### config.mk
export PLATFORM = sky130hd
export DESIGN_NAME = seq_mult_arbiter
export DESIGN_NICKNAME = d
export VERILOG_FILES = /design/src/rtl/seq_mult_pkg.sv /design/src/rtl/rr_arbiter.sv /design/src/rtl/seq_mult_arbiter.sv
export SDC_FILE = /design/constraint.sdc
export NUM_CORES = 1
export LEC_CHECK = 0
export BUFFER_PORTS_ARGS = -buffer_cell sky130_fd_sc_hd__buf_2
export CAP_MARGIN = 20
export CORE_MARGIN = 2
export CORE_UTILIZATION = 33
export CTS_CLUSTER_DIAMETER = 80
export DETAILED_ROUTE_END_ITERATION = 12
export SETUP_SLACK_MARGIN = 0.02
export SYNTH_ARGS = -nofsm -noshare
export SYNTH_HDL_FRONTEND = slang
export SYNTH_SLANG_ARGS = --single-unit
### constraint.sdc
create_clock -name clk -period 1.9 [get_ports clk]
set_input_delay 0.19 -clock clk [delete_from_list [all_inputs] [get_ports clk]]
set_output_delay 0.19 -clock clk [all_outputs]
set_load 0.02 [all_outputs]
### src/rtl/seq_mult_pkg.sv
// Shared definitions for the multiplier arbiter and the multiplier controller bench.
package seq_mult_pkg;

  localparam int unsigned DEF_NUM_REQ = 4;
  localparam int unsigned DEF_WIDTH   = 8;
  localparam int unsigned DEF_TIMEOUT = 64;

  typedef enum logic [1:0] {
    S_IDLE   = 2'd0,
    S_LAUNCH = 2'd1,
    S_WAIT   = 2'd2,
    S_RESP   = 2'd3
  } state_t;

endpackage

### src/rtl/rr_arbiter.sv
// Combinational round-robin pick: first set request at or after ptr, wrapping.
module rr_arbiter #(
  parameter int unsigned NUM_REQ = 4
) (
  input  logic [NUM_REQ-1:0]         req,
  input  logic [$clog2(NUM_REQ)-1:0] ptr,
  output logic [NUM_REQ-1:0]         pick,
  output logic [$clog2(NUM_REQ)-1:0] idx,
  output logic                       any
);

  localparam int unsigned IDXW = $clog2(NUM_REQ);

  // Scan from farthest to nearest offset so the lowest offset from ptr wins.
  always_comb begin
    idx  = '0;
    any  = 1'b0;
    pick = '0;
    for (int k = NUM_REQ - 1; k >= 0; k--) begin
      int unsigned c;
      c = (32'(ptr) + 32'(k)) % NUM_REQ;
      if (req[IDXW'(c)]) begin
        idx = IDXW'(c);
        any = 1'b1;
      end
    end
    if (any) begin
      pick = NUM_REQ'(1) << idx;
    end
  end

endmodule

### src/rtl/seq_mult_arbiter.sv
// Shares one sequential multiplier between NUM_REQ clients with round-robin
// arbitration, a per-operation timeout and registered Moore outputs.
module seq_mult_arbiter
  import seq_mult_pkg::*;
#(
  parameter int unsigned NUM_REQ = DEF_NUM_REQ,
  parameter int unsigned WIDTH   = DEF_WIDTH,
  parameter int unsigned TIMEOUT = DEF_TIMEOUT
) (
  input  logic                     clk,
  input  logic                     clr_n,
  input  logic [NUM_REQ-1:0]       req,
  input  logic [NUM_REQ*WIDTH-1:0] a_in,
  input  logic [NUM_REQ*WIDTH-1:0] b_in,
  output logic [NUM_REQ-1:0]       gnt,
  output logic [NUM_REQ-1:0]       done,
  output logic                     err,
  output logic [2*WIDTH-1:0]       product,
  output logic                     busy,
  output logic                     mult_go,
  output logic [WIDTH-1:0]         mult_a,
  output logic [WIDTH-1:0]         mult_b,
  input  logic                     mult_done,
  input  logic [2*WIDTH-1:0]       mult_p
);

  localparam int unsigned IDXW = $clog2(NUM_REQ);
  localparam int unsigned TW   = $clog2(TIMEOUT);
  localparam int unsigned PW   = 2 * WIDTH;

  state_t               r_state, w_state;
  logic [IDXW-1:0]      r_ptr, w_ptr;
  logic [IDXW-1:0]      r_idx, w_idx;
  logic [NUM_REQ-1:0]   r_sel, w_sel;
  logic [WIDTH-1:0]     r_a, w_a;
  logic [WIDTH-1:0]     r_b, w_b;
  logic [PW-1:0]        r_result, w_result;
  logic                 r_flag, w_flag;
  logic [TW-1:0]        r_timer, w_timer;

  logic [NUM_REQ-1:0]   r_gnt, w_gnt;
  logic [NUM_REQ-1:0]   r_done, w_done;
  logic                 r_err, w_err;
  logic [PW-1:0]        r_product, w_product;
  logic                 r_busy, w_busy;
  logic                 r_go, w_go;

  logic [NUM_REQ-1:0]   w_arb_pick;
  logic [IDXW-1:0]      w_arb_idx;
  logic                 w_arb_any;

  rr_arbiter #(
    .NUM_REQ (NUM_REQ)
  ) u_rr_arbiter (
    .req  (req),
    .ptr  (r_ptr),
    .pick (w_arb_pick),
    .idx  (w_arb_idx),
    .any  (w_arb_any)
  );

  // Next-state, datapath and output decode; outputs follow the next state.
  always_comb begin
    w_state   = r_state;
    w_ptr     = r_ptr;
    w_idx     = r_idx;
    w_sel     = r_sel;
    w_a       = r_a;
    w_b       = r_b;
    w_result  = r_result;
    w_flag    = r_flag;
    w_timer   = r_timer;
    w_gnt     = '0;
    w_done    = '0;
    w_err     = 1'b0;
    w_product = '0;
    w_busy    = 1'b0;
    w_go      = 1'b0;

    case (r_state)
      S_IDLE: begin
        if (w_arb_any) begin
          w_idx = w_arb_idx;
          w_sel = w_arb_pick;
          for (int i = 0; i < NUM_REQ; i++) begin
            if (w_arb_pick[i]) begin
              w_a = a_in[i*WIDTH +: WIDTH];
              w_b = b_in[i*WIDTH +: WIDTH];
            end
          end
          w_state = S_LAUNCH;
        end
      end
      S_LAUNCH: begin
        w_timer = '0;
        w_state = S_WAIT;
      end
      S_WAIT: begin
        w_timer = r_timer + TW'(1);
        // A completion on the timeout cycle still counts as success.
        if (mult_done) begin
          w_result = mult_p;
          w_flag   = 1'b0;
          w_state  = S_RESP;
        end else if (r_timer == TW'(TIMEOUT - 1)) begin
          w_result = '0;
          w_flag   = 1'b1;
          w_state  = S_RESP;
        end
      end
      S_RESP: begin
        w_ptr   = (r_idx == IDXW'(NUM_REQ - 1)) ? '0 : r_idx + IDXW'(1);
        w_state = S_IDLE;
      end
      default: begin
        w_state = S_IDLE;
      end
    endcase

    case (w_state)
      S_LAUNCH: begin
        w_go   = 1'b1;
        w_gnt  = w_sel;
        w_busy = 1'b1;
      end
      S_WAIT: begin
        w_gnt  = w_sel;
        w_busy = 1'b1;
      end
      S_RESP: begin
        w_gnt     = w_sel;
        w_busy    = 1'b1;
        w_done    = w_sel;
        w_product = w_result;
        w_err     = w_flag;
      end
      default: ;
    endcase

    // The error flag lives only for the response cycle.
    if (r_state == S_RESP) begin
      w_flag = 1'b0;
    end
  end

  // State, datapath and output registers; reset aborts without a response.
  always_ff @(posedge clk or negedge clr_n) begin
    if (!clr_n) begin
      r_state   <= S_IDLE;
      r_ptr     <= '0;
      r_idx     <= '0;
      r_sel     <= '0;
      r_a       <= '0;
      r_b       <= '0;
      r_result  <= '0;
      r_flag    <= 1'b0;
      r_timer   <= '0;
      r_gnt     <= '0;
      r_done    <= '0;
      r_err     <= 1'b0;
      r_product <= '0;
      r_busy    <= 1'b0;
      r_go      <= 1'b0;
    end else begin
      r_state   <= w_state;
      r_ptr     <= w_ptr;
      r_idx     <= w_idx;
      r_sel     <= w_sel;
      r_a       <= w_a;
      r_b       <= w_b;
      r_result  <= w_result;
      r_flag    <= w_flag;
      r_timer   <= w_timer;
      r_gnt     <= w_gnt;
      r_done    <= w_done;
      r_err     <= w_err;
      r_product <= w_product;
      r_busy    <= w_busy;
      r_go      <= w_go;
    end
  end

  assign gnt     = r_gnt;
  assign done    = r_done;
  assign err     = r_err;
  assign product = r_product;
  assign busy    = r_busy;
  assign mult_go = r_go;
  assign mult_a  = r_a;
  assign mult_b  = r_b;

endmodule

Yosys cells after proc, flatten, opt, wreduce, memory -nomap -nowiden. Index checks and enable logic that the tools add are counted.

Register bits after elaboration: 76. Word-level logic and storage cells: 85. Input port bits: 87. Output and inout port bits: 43.

$add $sub $neg: 5. Shift operators: 1. Reduce and logical (&&, ||, !) cells: 6. Order comparisons: 4. Muxes and demuxes: 46. Equal/unequal tests: 8.

Operators with widths (number): $mux 16 (4); $mux 8 (8); $mux 4 (5); $mux 2 (8); $mux 1 (15); $lt 2x3->1 const B (4); $pmux 6 s2 (1); $eq 2x2->1 const B (5); $bmux 1 s2 (4); $pmux 2 s4 (1); $add 6x1->6 const B (1); $eq 6x6->1 const B (1); $add 2x1->2 const B (2); $add 2x2->2 const B (2); $eq 2x1->1 const B (2); $reduce_bool 4->1 (1); $shl 1x2->4 const A (1); $reduce_and 3->1 (1); $reduce_or 3->1 (1); $logic_not 2->1 (1); $reduce_and 2->1 (1); $reduce_bool 2->1 (1).

Depth between registers and ports, before layout. Gate-level depths: netlist (run 1).

Depth after elaboration: 13. Depth in mapped cells: 10. Depth with buffers taken out: 7.

Cells and area by module. A second synthesis (run 1) with hierarchy kept.

Cell total of the unflattened synthesis: 321. Area, all modules: 3743.6 µm².

By module, submodules not included: seq_mult_arbiter (cells each 292, area an instance 3560.9 µm², times used 1, sequential area each 1901.8 µm²); rr_arbiter (cells each 29, area an instance 182.7 µm², times used 1, sequential area each 0.0 µm²).

Least setup slack after synthesis (run 1). Ideal clock, no wire load.

Path kind: register to register. Start point: register r_state[0]. End point: register r_product[7] (netlist: product[7]). Setup slack: 0.064 ns. Library setup time: 0.130 ns. Cell stages (with the launch flop): 10. Buffers on the path: 3. Data required time: 1.770 ns. Data arrival time: 1.706 ns. Cell sequence: dfrtp_1 inv_1 ha_1 buf_2 nand3_1 or2_2 clkbuf_1 buf_2 o211ai_1 a21oi_1.

Longest elaborated chain between the ends: 5. Elaborated cells on any way between the ends: 11.

Ends and longest elaborated chain: from (decl) (line seq_mult_arbiter.sv:31) `state_t r_state, w_state;`; from (signal assigned) (line seq_mult_arbiter.sv:165) `r_state <= w_state;`; $mux 2 (line seq_mult_arbiter.sv:105) `end else if (r_timer == TW'(TIMEOUT - 1)) begin`; $mux 2 (line seq_mult_arbiter.sv:101) `if (mult_done) begin`; $pmux 2 s4 (line seq_mult_arbiter.sv:80) `case (r_state)`; $eq 2x2->1 (line seq_mult_arbiter.sv:120) `case (w_state)`; $mux 16 * (line seq_mult_arbiter.sv:120); named net w_product[7] (line seq_mult_arbiter.sv:44) `logic [PW-1:0] r_product, w_product;`; to (signal assigned) (line seq_mult_arbiter.sv:177) `r_product <= w_product;`; to (decl) (line seq_mult_arbiter.sv:44).

Mark *: on every way through the listed nets, which the timed path passes. The rest lies on a longest branch. A chain may end at the register's enable or synchronous reset.

Final worst setup path (run 1).
Start point: register r_state[0]. End point: register r_b[4] (netlist: mult_b[4]).

Longest elaborated chain between the ends: 2.

Ends and longest elaborated chain: $logic_not 2->1 (line seq_mult_arbiter.sv:80); $reduce_and 3->1 (no line); to (signal assigned) (line seq_mult_arbiter.sv:170) `r_b <= w_b;`; to (decl) (line seq_mult_arbiter.sv:36) `logic [WIDTH-1:0] r_b, w_b;`.

No other way between the ends.

==> reports/metrics.csv, run 1 <==
metric;value;unit
drive_gt1_frac;0.447;
die_area;11900;um2
core;10800;um2
worst-path-max-fanout;8;
grt_use_total;0.159;
dp_cells;616;
stdcell_count;639;
p_int;4.62;mW
drt_iter0_drc;178;
ios;130;
yosys.area.top_type_share;0.524;
rows;38;
yosysSeqAreaShare;0.524;
numCtsBuffers;9;
setup_viol;0;
power-per-cell-area;1580;nW/um2
fillers;1059;
ant_nets;0;
fin_util;0.444;
die_height;109;um
path_delay_family;flip-flops;
grt_pass1_vias;3025;
min_period;1.77;ns
status;completed;
synthArstFlopShare;1.00;
arrival;2.01;ns
insertion_delay;0.35;ns
skew;0.00551;ns
rsz0062_at_grt;no;
grt_pass1_wl;14.6;mm
ys_top_cells_by_area;dfrtp_1 52%, mux2_2 9.9%, o221a_2 5.0%;
cts_tree;done;
grt_max_degree;41;
path_buf_inv;2;
worstPathCellList;inv_1 > ha_2 > nand2b_4 > nor4_4 > nand2_4 > clkbuf_4 > o221a_2;
slew_headroom;0.656;
end_kind;flip-flop;
syn_inst;353;
p_comb_frac;0.494;
n_antenna_cell;0;
clock_path_buffers;2;
area_growth_syn_to_layout;32.1;%
clkPwrFrac;0.166;
yosysMostFrequentCell;dfrtp_1;
gr-total-overflow;0;
clockRootBuffer;clkbuf_8;
drcViolationCount;0;
finalCritPeriodShare;0.933;
synth_edf_count;0;
avgSynthCellArea;10.3;um2
synth_fp_nets;446;
vias;3061;
worst_pin_slew;0.516;ns
worst-setup-path-type;flip-flop to flip-flop;
synth_area_leader_cell;dfrtp_1;
synth_common_cells;76 x dfrtp_1, 47 x nand2_1, 34 x nor2_1;
initial_core_util;0.336;
wl_per_cell;14.3;um
synth_area;3630;um2
dr.pass1.iters;4;
power_switching;2.95;mW
routabilityCongestion;0.811;
port_buffers;129;
yosysUniqueCellTypes;39;
clock.fmax;0.564;GHz
slowest_stage;dfrtp_1;
seqPwrFrac;0.339;
drv_slew;0;
drv_cap;0;
crit_required;2.14;ns
die_w;109;um
switching_share;0.389;
p_leak;2.42;nW
yosys_most_used_dff;dfrtp_1;
cts_max_level;3;
final_nets;587;
clk_pin_slew;0.08;ns
yosys_register_bits;76;
hold_viol;0;
irDropWorstVdd;0.679;mV
cts.sinks;76;
viasPerCell;4.79;
finalSetupTns;0;ns
hold_path.class;input pin to flip-flop;
wirelength;9.12;mm
yosys_warnings;0;
hpwl;6.48;mm
whs;0.125;ns
antenna_found_initial;0;
max_stage_delay;0.40;ns
start_kind;flip-flop;
-- cell usage in the layout, fill, tap and decap left out, types with 2 or more instances in the layout --
master | Yosys | layout
o211ai_1 | 2 | 2
nor2b_1 | 20 | 19
inv_1 | 27 | 27
nand2_1 | 47 | 46
buf_4 | 0 | 13
nand3_1 | 5 | 4
mux2_2 | 32 | 32
ha_1 | 6 | 4
clkinv_2 | 0 | 2
clkbuf_8 | 0 | 11
o21ai_1 | 3 | 3
buf_2 | 8 | 128
buf_12 | 0 | 3
buf_6 | 2 | 2
a21oi_1 | 24 | 24
nor2_1 | 34 | 34
o221a_2 | 16 | 16
mux2i_1 | 2 | 2
dfrtp_1 | 76 | 76
o21ai_0 | 20 | 20
-- flip-flops by register name (all words and copies together) (netlist names), 2 cells and up --
register  cells
r_idx         2
r_state       2
product      16
mult_a        8
done          4
r_sel         4
mult_b        8
r_result     16
r_timer       6
gnt           4
r_ptr         2
-- worst paths after layout --
path | slack, ns | startpoint | to | cells past startpoint
max in group asynchronous | 0.95 | clr_n | product[6] | 3
setup reg to reg | 0.13 | r_state[0] | mult_b[4] | 7
setup / recovery | 0.13 | r_state[0] | mult_b[4] | 7
min in group asynchronous | 0.36 | clr_n | mult_b[3] | 2
hold reg to reg | 0.50 | r_sel[0] | r_sel[0] | 2
hold / removal | 0.12 | a_in[30] | mult_a[6] | 2
-- power by group through the flow --
| stage | clock network (mW) | logic (mW) | registers (mW) |
|---|---|---|---|
| after floorplan | 0 | 2.03 | 3.01 |
| after global placement | 0 | 3.56 | 2.58 |
| after detailed placement | 0 | 3.64 | 2.59 |
| after CTS | 1.31 | 3.67 | 2.57 |
| after global routing | 1.40 | 4.14 | 2.65 |
| final | 1.26 | 3.74 | 2.57 |
-- through the flow --
step | area (um2) | power, mW | worst slack (ns)
floorplan | 3630 | 5.04 | 0.0638
global placement | 4490 | 6.14 | 0.0834
detailed placement | 4490 | 6.23 | 0.00482
CTS | 4700 | 7.54 | 0.0302
global route | 4790 | 8.19 | 0.0106
finish | 4790 | 7.57 | 0.127
-- worst reg2reg max path, delay by kind of cell, from the launching register on --
kind / cells / cell delay, ns
buffers and inverters: 2 / 0.36
adder cells (fa/ha/maj): 1 / 0.27
AO/OA/AOI/OAI: 1 / 0.28
AND/OR/NAND/NOR: 3 / 0.35
flip-flops: 1 / 0.40
-- layout make-up --
class / count / area (um2) / share of cell area
well taps: 140 / 175 / 0.0366
inverters: 27 / 101 / 0.0211
repair buffers: 148 / 838 / 0.175
flip-flops and latches: 76 / 1900 / 0.397
clock buffers: 12 / 155 / 0.0324
clock inverters: 4 / 47.5 / 0.00992
multi-input cells: 232 / 1570 / 0.328
-- per-layer routing --
layer	track usage	part of all wire	vias up
met1	0.190	0.43	1434
met4	0.0568	0.017	0
met3	0.0514	0.091	13
li1	-	-	1481
met5	0	0	-
met2	0.267	0.47	133
-- kinds of logic after synthesis --
family	Yosys count	synth area share
AO/OA/AOI/OAI	75	0.143
AND/OR/NAND/NOR	116	0.152
flip-flops	76	0.524
buffers and inverters	45	0.0534
XOR/XNOR	1	0.00241
adder cells (fa/ha/maj)	6	0.0207
multiplexers	34	0.105
-- what timing repair did --
action	in CTS	in global routing
hold endpoints to repair	36	0
gates cloned	0	0
hold buffers	1	0
pin swaps	0	3
endpoints found under the setup margin	16	41
buffers inserted	0	6
gates resized for setup	1	10
(Power assumes the default switching activity.)
==> run 2: changes to the inputs <==
--- a/config.mk
+++ b/config.mk
@@ -8,10 +8,11 @@
 export BUFFER_PORTS_ARGS = -buffer_cell sky130_fd_sc_hd__buf_2
 export CAP_MARGIN = 20
 export CORE_MARGIN = 2
-export CORE_UTILIZATION = 33
+export CORE_UTILIZATION = 45
 export CTS_CLUSTER_DIAMETER = 80
 export DETAILED_ROUTE_END_ITERATION = 12
-export SETUP_SLACK_MARGIN = 0.02
+export PLACE_DENSITY = 0.76
+export SETUP_SLACK_MARGIN = 0.4
 export SYNTH_ARGS = -nofsm -noshare
 export SYNTH_HDL_FRONTEND = slang
 export SYNTH_SLANG_ARGS = --single-unit
==> run 2 against run 1 <==
Against the previous run: combinational power increased by 40%; sequential share of layout area shrank 4.6 points; global-route usage up 6.4 points; clock skew grew 0.0053 ns; worst hold slack got worse by 0.0039 ns; register-to-register slack improved by 0.02 ns; critical path type unchanged; highest routed layer unchanged.
==> reports/metrics.csv, run 2 (same netlist as run 1, synthesis figures left out) <==
metric;value;unit
antenna_found_initial;0;
grtUsageMet1;0.263;
fillers;559;
final_common_cell;buf_2;
cts_max_level;3;
start_kind;flip-flop;
die_height;93.8;um
met2_usage;0.395;
slew_headroom;0.633;
port_buffers;129;
wirelength;10.1;mm
status;completed;
irDropWorstVdd;0.850;mV
min_period;1.75;ns
insertion_delay;0.35;ns
crit_required;2.14;ns
drv_slew;0;
drv_cap;0;
finalSetupTns;0;ns
final_nets;612;
clk_pin_slew;0.08;ns
finalCritPeriodShare;0.920;
p_leak;2.69;nW
rows;32;
worst-path-max-fanout;8;
skew;0.0108;ns
worst_pin_slew;0.546;ns
hold_path.class;input pin to flip-flop;
setup_viol;0;
cts_tree;done;
clock.fmax;0.572;GHz
clockRootBuffer;clkbuf_8;
die_area;8800;um2
arrival;1.99;ns
viasPerCell;5.16;
wl_per_cell;16.2;um
drive_gt1_frac;0.560;
ios;130;
initial_core_util;0.467;
die_w;93.8;um
clock_path_buffers;2;
grt_use_total;0.223;
end_kind;flip-flop;
cts.sinks;76;
hpwl;6.37;mm
dr.pass1.iters;4;
core;7770;um2
drt_iter0_drc;85;
n_antenna_cell;0;
grt_max_degree;37;
grt_pass1_wl;15.0;mm
hold_viol;0;
worst-setup-path-type;flip-flop to flip-flop;
area_growth_syn_to_layout;49.6;%
drcViolationCount;0;
grt_pass1_vias;3139;
routabilityCongestion;0.823;
gr-total-overflow;0;
power-per-cell-area;1700;nW/um2
numCtsBuffers;9;
fin_util;0.699;
top_usage_layer;met2;
use_met3;0.0514;
vias;3225;
layout_common_cells;128 x buf_2, 75 x dfrtp_1, 41 x nand2_1, 24 x nor2_1;
ant_nets;0;
rsz0062_at_grt;yes;
run 2: changes by cell type in the layout (fill, tap and decap cells not counted), sizes merged:
cell / change
nand2: +1
bufinv: +1
buf: +23
clkinv: -1
inv: +1
clkinvlp: +1
clkbuf: -2
run 2: final timing paths:
check | to | depth (start not counted) | slack (ns) | start
setup / recovery | mult_a[3] | 7 | 0.15 | r_state[0]
max in group asynchronous | r_ptr[1] | 3 | 0.90 | clr_n
hold reg to reg | r_sel[2] | 2 | 0.51 | r_sel[2]
setup reg to reg | mult_a[3] | 7 | 0.15 | r_state[0]
min in group asynchronous | r_result[11] | 2 | 0.33 | clr_n
hold / removal | mult_b[5] | 2 | 0.12 | b_in[29]
run 2: stage by stage:
| step | power (mW) | hold WS, ns | instances | instance area [um2] | setup slack [ns] |
|---|---|---|---|---|---|
| after floorplan | 5.19 | -0.106 | 353 | 3720 | 0.247 |
| after CTS | 8.42 | 0.116 | 613 | 5030 | 0.201 |
| after global routing | 9.74 | 0.115 | 625 | 5430 | 0.111 |
| after detailed placement | 6.21 | 0.169 | 575 | 4460 | 0.106 |
| final | 9.21 | 0.121 | 625 | 5430 | 0.152 |
| after global placement | 6.09 | 0.163 | 575 | 4460 | 0.170 |
run 2: layout make-up:
type / instances / area, um2 / area share
repair buffers: 172 / 1130 / 0.208
flip-flops and latches: 76 / 1900 / 0.351
well taps: 102 / 128 / 0.0235
clock inverters: 6 / 88.8 / 0.0164
inverters: 27 / 106 / 0.0196
multi-input cells: 233 / 1950 / 0.359
clock buffers: 9 / 124 / 0.0228
run 2: report_power, final:
| part | leakage (nW) | internal, mW | total [mW] | switching [mW] |
|---|---|---|---|---|
| combinational | 1.62 | 2.61 | 5.25 | 2.64 |
| clock | 0.102 | 0.734 | 1.34 | 0.609 |
| sequential | 0.964 | 2.27 | 2.62 | 0.352 |
| total | 2.69 | 5.61 | 9.21 | 3.60 |
run 2: layer usage:
metal  wire (um)  part of all wire
met1        4020              0.40
met2        5380              0.53
met3         528             0.052
met4         211             0.021
met5           0                 0
run 2: timing repair:
| action | CTS | global route |
|---|---|---|
| cloned | 3 | 3 |
| setup buffers | 19 | 9 |
| hold buffers | 1 | 0 |
| setup endpoints to repair | 63 | 69 |
| resized for setup | 40 | 63 |
| endpoints found under the hold margin | 34 | 0 |
| pin swaps | 9 | 8 |
run 2: worst max-delay path, stage by stage, from the launching register on:
cell and delay [ns]:
dfrtp_1 0.42, inv_4 0.12, ha_4 0.16, buf_6 0.11
nor2b_4 0.26, o21ai_4 0.16, buf_6 0.17, o221a_2 0.24
==> run 3: changes to the inputs <==
--- a/config.mk
+++ b/config.mk
@@ -5,14 +5,15 @@
 export SDC_FILE = /design/constraint.sdc
 export NUM_CORES = 1
 export LEC_CHECK = 0
+export ABC_AREA = 1
 export BUFFER_PORTS_ARGS = -buffer_cell sky130_fd_sc_hd__buf_2
 export CAP_MARGIN = 20
 export CORE_MARGIN = 2
-export CORE_UTILIZATION = 45
+export CORE_UTILIZATION = 46
 export CTS_CLUSTER_DIAMETER = 80
 export DETAILED_ROUTE_END_ITERATION = 12
-export PLACE_DENSITY = 0.76
-export SETUP_SLACK_MARGIN = 0.4
+export PLACE_DENSITY = 0.77
+export SETUP_SLACK_MARGIN = 0.3
 export SYNTH_ARGS = -nofsm -noshare
 export SYNTH_HDL_FRONTEND = slang
 export SYNTH_SLANG_ARGS = --single-unit
==> run 3 against run 2 <==
Against the previous run: the flow now finishes with violations (setup timing); count of clock-buffer cells in the layout is the same; clock power grew 13%; core utilization shrank 0.83 points; first-iteration DRC count grew 110%; critical path type unchanged; sequential power shrank 2%; critical path depth grew 7; highest routed layer unchanged; clock skew is essentially flat; global-route usage grew 1.0 points; flip-flop and latch count is the same; combinational power grew 50%; cell area grew 5.6%; non-clock buffer count shrank 3.
==> reports/metrics.csv, run 3 <==
metric;value;unit
status;finished with violations;
violations;setup timing;
placed_cell_area;4850;um2
ios;130;
rows;33;
slew_headroom;0.663;
hold_path.class;input pin to flip-flop;
synth_edf_count;0;
final_nets;748;
n_antenna_cell;0;
clock_path_buffers;2;
finalCritPeriodShare;1.01;
viasPerCell;4.93;
yosys_register_bits;76;
yosys.area.top_type_share;0.479;
cts_tree;done;
grt_use_total;0.233;
ant_nets;0;
cts_max_level;3;
drv_slew;0;
path_delay_family;simple AND/OR/NAND/NOR gates;
yosysMostFrequentCell;nand2_1;
grt_max_degree;40;
initial_core_util;0.478;
drt_iter0_drc;178;
yosys_warnings;0;
p_leak;3.33;nW
drv_cap;0;
slowest_stage;dfrtp_2;
synth_area_leader_cell;dfrtp_1;
gr-total-overflow;0;
irDropWorstVdd;0.984;mV
worst-setup-path-type;flip-flop to flip-flop;
wirelength;11.3;mm
dr.pass1.iters;4;
finalSetupTns;-0.0379;ns
die_area;9380;um2
end_kind;flip-flop;
dp_cells;722;
drcViolationCount;0;
synth_fp_nets;583;
worst-path-max-fanout;8;
die_w;96.9;um
routabilityCongestion;0.861;
rsz0062_at_grt;yes;
die_height;96.9;um
design_area;5730;um2
synth_area;3970;um2
synth_common_cells;108 x nand2_1, 85 x inv_1, 76 x dfrtp_1;
fin_ws;-0.0207;ns
whs;0.128;ns
min_period;1.92;ns
numCtsBuffers;9;
synthArstFlopShare;1.00;
final_common_cell;buf_2;
setup_viol;4;
arrival;2.17;ns
yosysSeqAreaShare;0.479;
stdcell_count;765;
clockRootBuffer;clkbuf_8;
drive_gt1_frac;0.433;
worst_pin_slew;0.505;ns
crit_required;2.15;ns
antenna_found_initial;0;
max_stage_delay;0.46;ns
area_growth_syn_to_layout;44.4;%
avgSynthCellArea;8.09;um2
syn_inst;490;
yosys_most_used_dff;dfrtp_1;
wl_per_cell;14.8;um
hold_viol;0;
port_buffers;129;
power-per-cell-area;2090;nW/um2
start_kind;flip-flop;
layout_common_cells;128 x buf_2, 92 x nand2_1, 80 x inv_1, 74 x dfrtp_1, 36 x nand3_1;
worstPathCellList;clkinv_4 > nand2_2 > nand2_2 > nand2_2 > nand2_4 > nor2_4 > nor2_2 > nand2_4 > buf_6 > nand3_4 > nand3_1 > nand2_1 > nand2_1 > nand2_1;
path_buf_inv;2;
skew;0.0108;ns
p_total;12.0;mW
hpwl;7.26;mm
clk_pin_slew;0.09;ns
grt_pass1_wl;17.8;mm
grt_pass1_vias;3750;
core;8300;um2
cts.sinks;76;
yosysUniqueCellTypes;32;
ys_top_cells_by_area;dfrtp_1 48%, nand2_1 10%, inv_1 8.0%;
clock.fmax;0.521;GHz
vias;3772;
insertion_delay;0.36;ns
## run 3: metal layers
| layer | vias up | global-route usage | part of all wire |
|---|---|---|---|
| met5 | - | 0 | 0 |
| met4 | 0 | 0.0899 | 0.020 |
| met3 | 18 | 0.0621 | 0.077 |
| met2 | 166 | 0.382 | 0.48 |
| met1 | 1744 | 0.296 | 0.42 |
| li1 | 1844 | - | - |
## run 3: path summary, 6_finish.rpt
check / start / to / slack (ns) / depth (start not counted)
min reg2reg: r_sel[1] / r_sel[1] / 0.48 / 2
min in group asynchronous: clr_n / product[5] / 0.34 / 2
min: a_in[28] / mult_a[4] / 0.13 / 5
max reg2reg: r_ptr[0] / mult_b[4] / -0.02 / 14
max: r_ptr[0] / mult_b[4] / -0.02 / 14
max in group asynchronous: clr_n / busy / 0.96 / 3
## run 3: worst register-to-register path, delay by kind of cell (launching register included)
family / cells / cell delay [ns]
AND/OR/NAND/NOR: 12 / 1.09
flip-flops: 1 / 0.46
buffers and inverters: 2 / 0.26
## run 3: layout make-up
| cell class | instances | area [um2] |
|---|---|---|
| Timing Repair Buffer | 169 | 1160 |
| Fill cell | 659 | 2570 |
| Tap cell | 105 | 131 |
| Clock inverter | 7 | 121 |
| Clock buffer | 9 | 124 |
| Inverter | 89 | 348 |
| Sequential cell | 76 | 1900 |
| Multi-Input combinational cell | 310 | 1940 |
## run 3: metrics by stage
stage	utilization	setup WS [ns]
floorplan	-	0.161
global placement	0.584	-0.0995
detailed placement	0.584	-0.149
CTS	0.643	0.0193
global route	0.690	-0.166
finish	0.690	-0.0207
## run 3: power by group
group / internal, mW / switching [mW]
logic: 3.38 / 4.51
clock network: 0.881 / 0.638
registers: 2.25 / 0.307
total: 6.52 / 5.45
## run 3: timing repair
item                       in CTS  in global routing
pin swaps                      10                 18
hold buffers                    1                  0
gates cloned                    2                  6
resized for setup              31                 65
setup buffers                   8                 10
setup endpoints to repair      65                 67
hold endpoints to repair       38                  0
## run 3: logic make-up (layout without fill, tap and decap cells)
logic type / after synthesis / after routing / share of synthesized area
flops: 76 / 76 / 0.479
compound gates: 46 / 46 / 0.0612
fa+ha+maj: 6 / 6 / 0.0189
buf+inv: 108 / 274 / 0.118
simple gates: 238 / 242 / 0.282
mux: 16 / 16 / 0.0404
